<file path="src/rtl/fc_argmax_classifier.sv">
// Argmax stage after the FC+ReLU layer: captures all class scores, scans one per cycle.
// Optional FC_ARGMAX_TOP2_EN adds runner-up index and best-minus-second margin.
module fc_argmax_classifier #(
    parameter int N_CLASS = 10,
    parameter int DW      = 16,
    parameter int IDXW    = 4
) (
    input  logic                    clk,
    input  logic                    rst,
    input  logic                    start,
    input  logic [N_CLASS*DW-1:0]   in_data,
    output logic                    busy,
    output logic                    out_valid,
    input  logic                    out_ready,
    output logic [IDXW-1:0]         class_idx,
    output logic [DW-1:0]           class_val,
`ifdef FC_ARGMAX_TOP2_EN
    output logic [IDXW-1:0]         second_idx,
    output logic [DW:0]             margin,
`endif
    output logic                    all_zero
);

    typedef enum logic [1:0] {
        S_IDLE,
        S_SCAN,
        S_DONE
    } state_t;

    localparam logic [IDXW-1:0] LAST = IDXW'(N_CLASS - 1);

    state_t                r_state;
    state_t                w_next;
    logic signed [DW-1:0]  r_bank [N_CLASS];
    logic [IDXW-1:0]       r_ptr;
    logic signed [DW-1:0]  r_best_val;
    logic [IDXW-1:0]       r_best_idx;
    logic [IDXW-1:0]       r_class_idx;
    logic signed [DW-1:0]  r_class_val;
    logic                  r_all_zero;

    logic signed [DW-1:0]  w_elem;
    logic                  w_gt;
    logic signed [DW-1:0]  w_best_val;
    logic [IDXW-1:0]       w_best_idx;

    always_comb begin
        w_next = r_state;
        case (r_state)
            S_IDLE:  if (start) w_next = S_SCAN;
            S_SCAN:  if (r_ptr == LAST) w_next = S_DONE;
            S_DONE:  if (out_ready) w_next = S_IDLE;
            default: w_next = S_IDLE;
        endcase
    end

    // Strict compare keeps the lowest index on ties
    always_comb begin
        w_elem     = r_bank[r_ptr];
        w_gt       = w_elem > r_best_val;
        w_best_val = w_gt ? w_elem : r_best_val;
        w_best_idx = w_gt ? r_ptr : r_best_idx;
    end

`ifdef FC_ARGMAX_TOP2_EN
    logic signed [DW-1:0]  r_sec_val;
    logic [IDXW-1:0]       r_sec_idx;
    logic [IDXW-1:0]       r_second_idx;
    logic [DW:0]           r_margin;
    logic                  w_sec_gt;
    logic signed [DW-1:0]  w_sec_val;
    logic [IDXW-1:0]       w_sec_idx;

    // A displaced best drops to second; a value tying best also lands here
    always_comb begin
        w_sec_gt  = w_elem > r_sec_val;
        w_sec_val = r_sec_val;
        w_sec_idx = r_sec_idx;
        if (w_gt) begin
            w_sec_val = r_best_val;
            w_sec_idx = r_best_idx;
        end else if (w_sec_gt) begin
            w_sec_val = w_elem;
            w_sec_idx = r_ptr;
        end
    end

    always_ff @(posedge clk) begin
        if (rst) begin
            r_sec_val    <= '0;
            r_sec_idx    <= '0;
            r_second_idx <= '0;
            r_margin     <= '0;
        end else if (r_state == S_IDLE && start) begin
            r_sec_val <= {1'b1, {(DW-1){1'b0}}};
            r_sec_idx <= '0;
        end else if (r_state == S_SCAN) begin
            r_sec_val <= w_sec_val;
            r_sec_idx <= w_sec_idx;
            if (r_ptr == LAST) begin
                r_second_idx <= w_sec_idx;
                r_margin     <= {w_best_val[DW-1], w_best_val}
                              - {w_sec_val[DW-1], w_sec_val};
            end
        end
    end

    assign second_idx = r_second_idx;
    assign margin     = r_margin;
`endif

    always_ff @(posedge clk) begin
        if (rst) begin
            r_state     <= S_IDLE;
            r_ptr       <= '0;
            r_best_val  <= '0;
            r_best_idx  <= '0;
            r_class_idx <= '0;
            r_class_val <= '0;
            r_all_zero  <= 1'b0;
            for (int k = 0; k < N_CLASS; k++) r_bank[k] <= '0;
        end else begin
            r_state <= w_next;
            case (r_state)
                S_IDLE: begin
                    if (start) begin
                        for (int k = 0; k < N_CLASS; k++)
                            r_bank[k] <= in_data[k*DW +: DW];
                        r_best_val <= in_data[DW-1:0];
                        r_best_idx <= '0;
                        r_ptr      <= IDXW'(1);
                    end
                end
                S_SCAN: begin
                    r_best_val <= w_best_val;
                    r_best_idx <= w_best_idx;
                    r_ptr      <= r_ptr + IDXW'(1);
                    if (r_ptr == LAST) begin
                        r_class_idx <= w_best_idx;
                        r_class_val <= w_best_val;
                        r_all_zero  <= (w_best_val <= 0);
                    end
                end
                default: ;
            endcase
        end
    end

    assign busy      = (r_state != S_IDLE);
    assign out_valid = (r_state == S_DONE);
    assign class_idx = r_class_idx;
    assign class_val = r_class_val;
    assign all_zero  = r_all_zero;

endmodule

</file>
<file path="config.mk">
export PLATFORM = sky130hd
export DESIGN_NAME = fc_argmax_classifier
export DESIGN_NICKNAME = d
export VERILOG_FILES = /design/src/rtl/fc_argmax_classifier.sv
export SDC_FILE = /design/constraint.sdc
export NUM_CORES = 1
export LEC_CHECK = 0
export BUFFER_PORTS_ARGS = -buffer_cell sky130_fd_sc_hd__buf_2
export CAP_MARGIN = 20
export CORE_MARGIN = 1.5
export CORE_UTILIZATION = 45
export DETAILED_ROUTE_END_ITERATION = 10
export PLACE_DENSITY = 0.71
export SLEW_MARGIN = 10
export SYNTH_ARGS = -nofsm -noshare
export SYNTH_HDL_FRONTEND = slang
export SYNTH_SLANG_ARGS = --single-unit
</file>
<file path="constraint.sdc">
create_clock -name clk -period 5.5 [get_ports clk]
set_input_delay 1.1 -clock clk [delete_from_list [all_inputs] [get_ports clk]]
set_output_delay 1.1 -clock clk [all_outputs]
set_load 0.01 [all_outputs]
</file>
; ---- Yosys cells after proc, flatten, opt, wreduce, memory -nomap -nowiden
; Memory sizes are Yosys's and may differ from the RTL's. A register that Yosys moved wholly into a read port is not among the register bits.
; Index checks and enable logic that the tools add are counted.
[classes]
mux = 30
n_eq_ne = 6
shifts = 0
n_addsub = 1
n_bitwise = 10
div_mod_pow = 0
n_mul = 0
reduce_logical = 6
magnitude_cmp = 2
[op_table]
columns = cell, n
row1 = 16-bit 2-to-1 mux, 12
row2 = 16-bit case mux with 2 select lines, 1
row3 = 4-bit 2-to-1 mux, 5
row4 = 16-bit > comparator, 1
row5 = 16-bit by 1-bit <= comparator with 1-bit output (second input constant), 1
row6 = 4-bit case mux with 2 select lines, 2
row7 = 1-bit OR, 10
row8 = 1-bit 2-to-1 mux, 6
row9 = 2-bit 2-to-1 mux, 3
row10 = 2-bit case mux with 3 select lines, 1
row11 = 4-bit by 1-bit adder with 4-bit output (second input constant), 1
row12 = 4-bit == test (second input constant), 1
row13 = 2-bit inequality test (second input constant), 2
row14 = 2-bit AND reduction, 2
row15 = 2-bit nonzero test, 2
row16 = 3-bit AND reduction, 1
row17 = 2-bit by 1-bit == test with 1-bit output (second input constant), 1
row18 = 2-bit == test (second input constant), 1
row19 = 2-bit logical NOT, 1
row20 = 2-bit by 1-bit inequality test with 1-bit output (second input constant), 1
[word_totals]
register_bits = 47
input_bits = 164
output_inout_bits = 23
mem_count = 1
mem_bits_ro = 0
mem_bits_rw = 160
latch_bits = 0
[mem_list]
columns = name, depth, width, read_ports, rd_clocked_by_memory_dff, write_ports, line_no
row1 = r_bank, 10, 16, 1, 1, 10, 34  ; logic signed [DW-1:0] r_bank [N_CLASS];

; ---- Logic depth before layout (Yosys ltp)
[logic_depth]
word_depth = 5
mapped_depth = 16
ltp_nobuf = 12

; ---- Worst setup path after synthesis
; No wires, ideal clock.
[synth_path]
path_type = input -> register
start = input rst
end = memory r_bank[0][0] (enable)
n_path_buf = 1
path_stages = 3
setup_ps = 1333
arrival_time_ps = 4098
slack_ps = 69
t_required_ps = 4167
cell_sequence = inv_1 > clkbuf_1 > nand2_1
[synth_rtl]
columns = item, line_no
row1 = "start, declared", 9  ; input logic rst,
row2 = "end, declared", 34

==> impl_metrics.yaml <==
synthesis:
  yosysTopAreaCellShare_pct: 49.5
  synthArstFlopShare_pct: 0
  yosysMostFrequentCell: "and3_1"
  synth_area_leaders: "edfxtp_1 (49%), dfxtp_1 (11%), and3_1 (10%)"
  syn-num-nets: 955
  syn_area_sq_um: 9710
  netlist_top_cells_count: "and3_1 (161), edfxtp_1 (160), clkbuf_1 (59)"
  synth_edf_count: 160
  yosys_warnings: 0
  ys_seq_elements: 211
  seq_area_frac_synth_pct: 60.0
  synth_ff_type: "edfxtp_1"
  yosysTopAreaCell: "edfxtp_1"
  ys_types: 42
  avgSynthCellArea_sq_um: 12.6
  synthCells: 773
floorplanning:
  dieArea_sq_um: 22500
  dieHeight_microns: 150
  io_pins: 187
  core_sq_um: 21100
  die_x_microns: 150
  rows: 53
  initial_core_util_pct: 46.0
global_route:
  grt_pass1_vias: 6629
  overflow: 0
  grt_pass1_wl_mm: 37.1
  grt_max_degree: 137
  antenna_found_initial: 1
  grt_usage_pct: 21.7
finish:
  fill_cells: 1793
  instances_no_fill: 1222
  final_core_util_pct: 55.6
  stdcell_area_sq_um: 11700
  drive_above_1_share_pct: 29.4
  final_nets: 1111
  area_growth_pct: 20.7
critical_path:
  cp.arrival_ns: 5.10
  crit_fanout: 26
  cp.required_ns: 5.92
  worstPathCellList: "mux4_2 -> mux2i_1 -> a22oi_1 -> ha_1 -> nand4_1 -> or3_1 -> a21o_1 -> a31oi_1 -> or2_1 -> buf_4 -> nand2_1 -> a311oi_1"
  end_kind: "flip-flop"
  startpoint_type: "flip-flop"
  critPathKind: "reg2reg"
  cp_num_buf_inv: 1
  reg2reg_slack_ns: 0.82
  path_delay_family: "compound AO/OA/AOI/OAI gates"
  slowest_delay_ns: 0.84
  crit_slowest_cell: "dfxtp_2"
status:
  status: "finished clean"
sta:
  slew_headroom_pct: 30.7
  setup_viol: 0
  hold_viol_final: 0
  rsz0062_at_grt: "false"
  finClkSkew_ns: 0.0109
  fin_tns_setup_ns: 0
  tightest_slew_ns: 1.04
  fin_crit_sh_pct: 85.1
  min_period_ns: 4.68
  drv_slew: 0
  fmax_mhz: 214
pwr:
  p_per_area_nw_per_um2: 358
  p_total_mw: 4.20
  pwr-share-clk_pct: 40.4
  p_leak_nw: 5.08
  power.share.switching_pct: 25.3
  pwr-share-seq_pct: 45.2
  share_comb_of_total_power_pct: 14.4
  p_int_mw: 3.14
  switchingPower_mw: 1.06
  vdd_drop_max_mv: 0.282
place:
  place.gp.congestion: 0.897
  detailed_place.area_sq_um: 10900
  hpwlAfterDp_mm: 16.7
  numPortBuffers: 186
  dp.cells: 1178
route:
  drtIter0Drc: 623
  drc: 0
  wl_per_cell_microns: 19.9
  vias: 7009
  vias_per_cell: 5.74
  wirelength_mm: 24.3
  drtPass1Iterations: 5
  antenna_left: 0
clocking:
  clkLatencyLatePin_ns: 0.52
  clockBufferDepth: 3
  postCtsSetupRepairBufs: 0
  htreeDepth: 1
  clk_pin_slew_ns: 0.07
  clock_sinks: 211
  cts-root-buf: "clkbuf_16"
  cts_tree: "yes"
  ctsHoldBuffers: 0
  cts_buffers: 23
  cts_resized: 0
job:
  maxCapViolCount: 0
worst_hold_path:
  worstHoldPathType: "reg2reg"
  hp-start: "r_best_idx[3]"
[worst paths after layout]
check / cells after the start / endpoint
worst min-delay path: 2 / class_idx[3]
worst max register to register: 12 / class_val[5]
worst max-delay path: 12 / class_val[5]
worst min register to register: 2 / class_idx[3]
[power by group through the flow]
| stage | combinational [mW] | sequential (mW) | clock [mW] |
|---|---|---|---|
| 3_5_place_dp | 0.590 | 1.93 | 0 |
| 2_1_floorplan | 0.399 | 1.91 | 0 |
| 5_1_grt | 0.663 | 1.91 | 1.78 |
| 6_report | 0.605 | 1.90 | 1.70 |
| 3_3_place_gp | 0.581 | 1.93 | 0 |
| 4_1_cts | 0.593 | 1.90 | 1.72 |
[placed cells by master (no fill, tap or decap), types with 8 or more instances in the layout]
cell,synthesis,layout
edfxtp_1,160,160
dfxtp_1,51,49
a22oi_1,9,9
mux2i_1,28,28
inv_1,21,20
o22a_1,8,8
a311oi_1,11,11
clkbuf_16,0,23
buf_4,0,12
o21ai_0,10,10
a211oi_1,14,14
ha_1,18,18
buf_2,3,186
a21oi_1,35,35
nand2_1,48,47
nor2_1,33,33
and3_1,161,161
mux4_2,31,31
a32oi_1,11,11
a31oi_1,8,8
[cell type report]
class | instances | area [sq um] | area share [%]
Sequential cell | 211 | 5830 | 49.7
Multi-Input combinational cell | 471 | 3540 | 30.2
Timing Repair Buffer | 201 | 1090 | 9.29
Clock buffer | 25 | 583 | 4.97
Tap cell | 275 | 344 | 2.94
Clock inverter | 17 | 255 | 2.18
Inverter | 21 | 80.1 | 0.683
Antenna cell | 1 | 2.50 | 0.0214
[per-stage QoR]
stage,hold slack [ns],setup slack (ns)
2_1_floorplan,0.446,0.0692
3_3_place_gp,0.470,0.967
3_5_place_dp,0.472,0.824
4_1_cts,0.483,0.807
5_1_grt,0.511,0.507
6_report,0.478,0.817
[layer usage]
metal  global-route usage, %  share of wire [%]
met1                    32.7                 44
met5                       0                  0
met2                    31.8                 45
met4                    5.78                2.4
met3                    4.30                8.7
[cells by family after synthesis]
kind of cell               after synthesis  synth area share, %
adders and majority gates               18                 2.32
buffers and inverters                   91                 3.71
and+or+nand+nor                        278                 15.7
DFF                                    211                 60.0
muxes                                   60                 10.2
xor gates and xnor gates                 1               0.0902
AOI/OAI and AO/OA                      114                 7.95
[flip-flops by register name, summed over array words and instances (netlist names), named ones only]
signal	flops
all_zero	1
r_best_idx	4
class_val	16
r_ptr	4
class_idx	4
r_best_val	16
r_bank	160
r_state	2
[worst register-to-register path: cells and delay by family, from the launching register on]
family	cells	cell delay, ns
compound gates	4	1.23
flops	1	0.84
fa+ha+maj	1	0.33
buf+inv	1	0.32
mux	2	0.96
simple gates	4	0.91
Note: power is estimated with default switching activity, not from simulation.
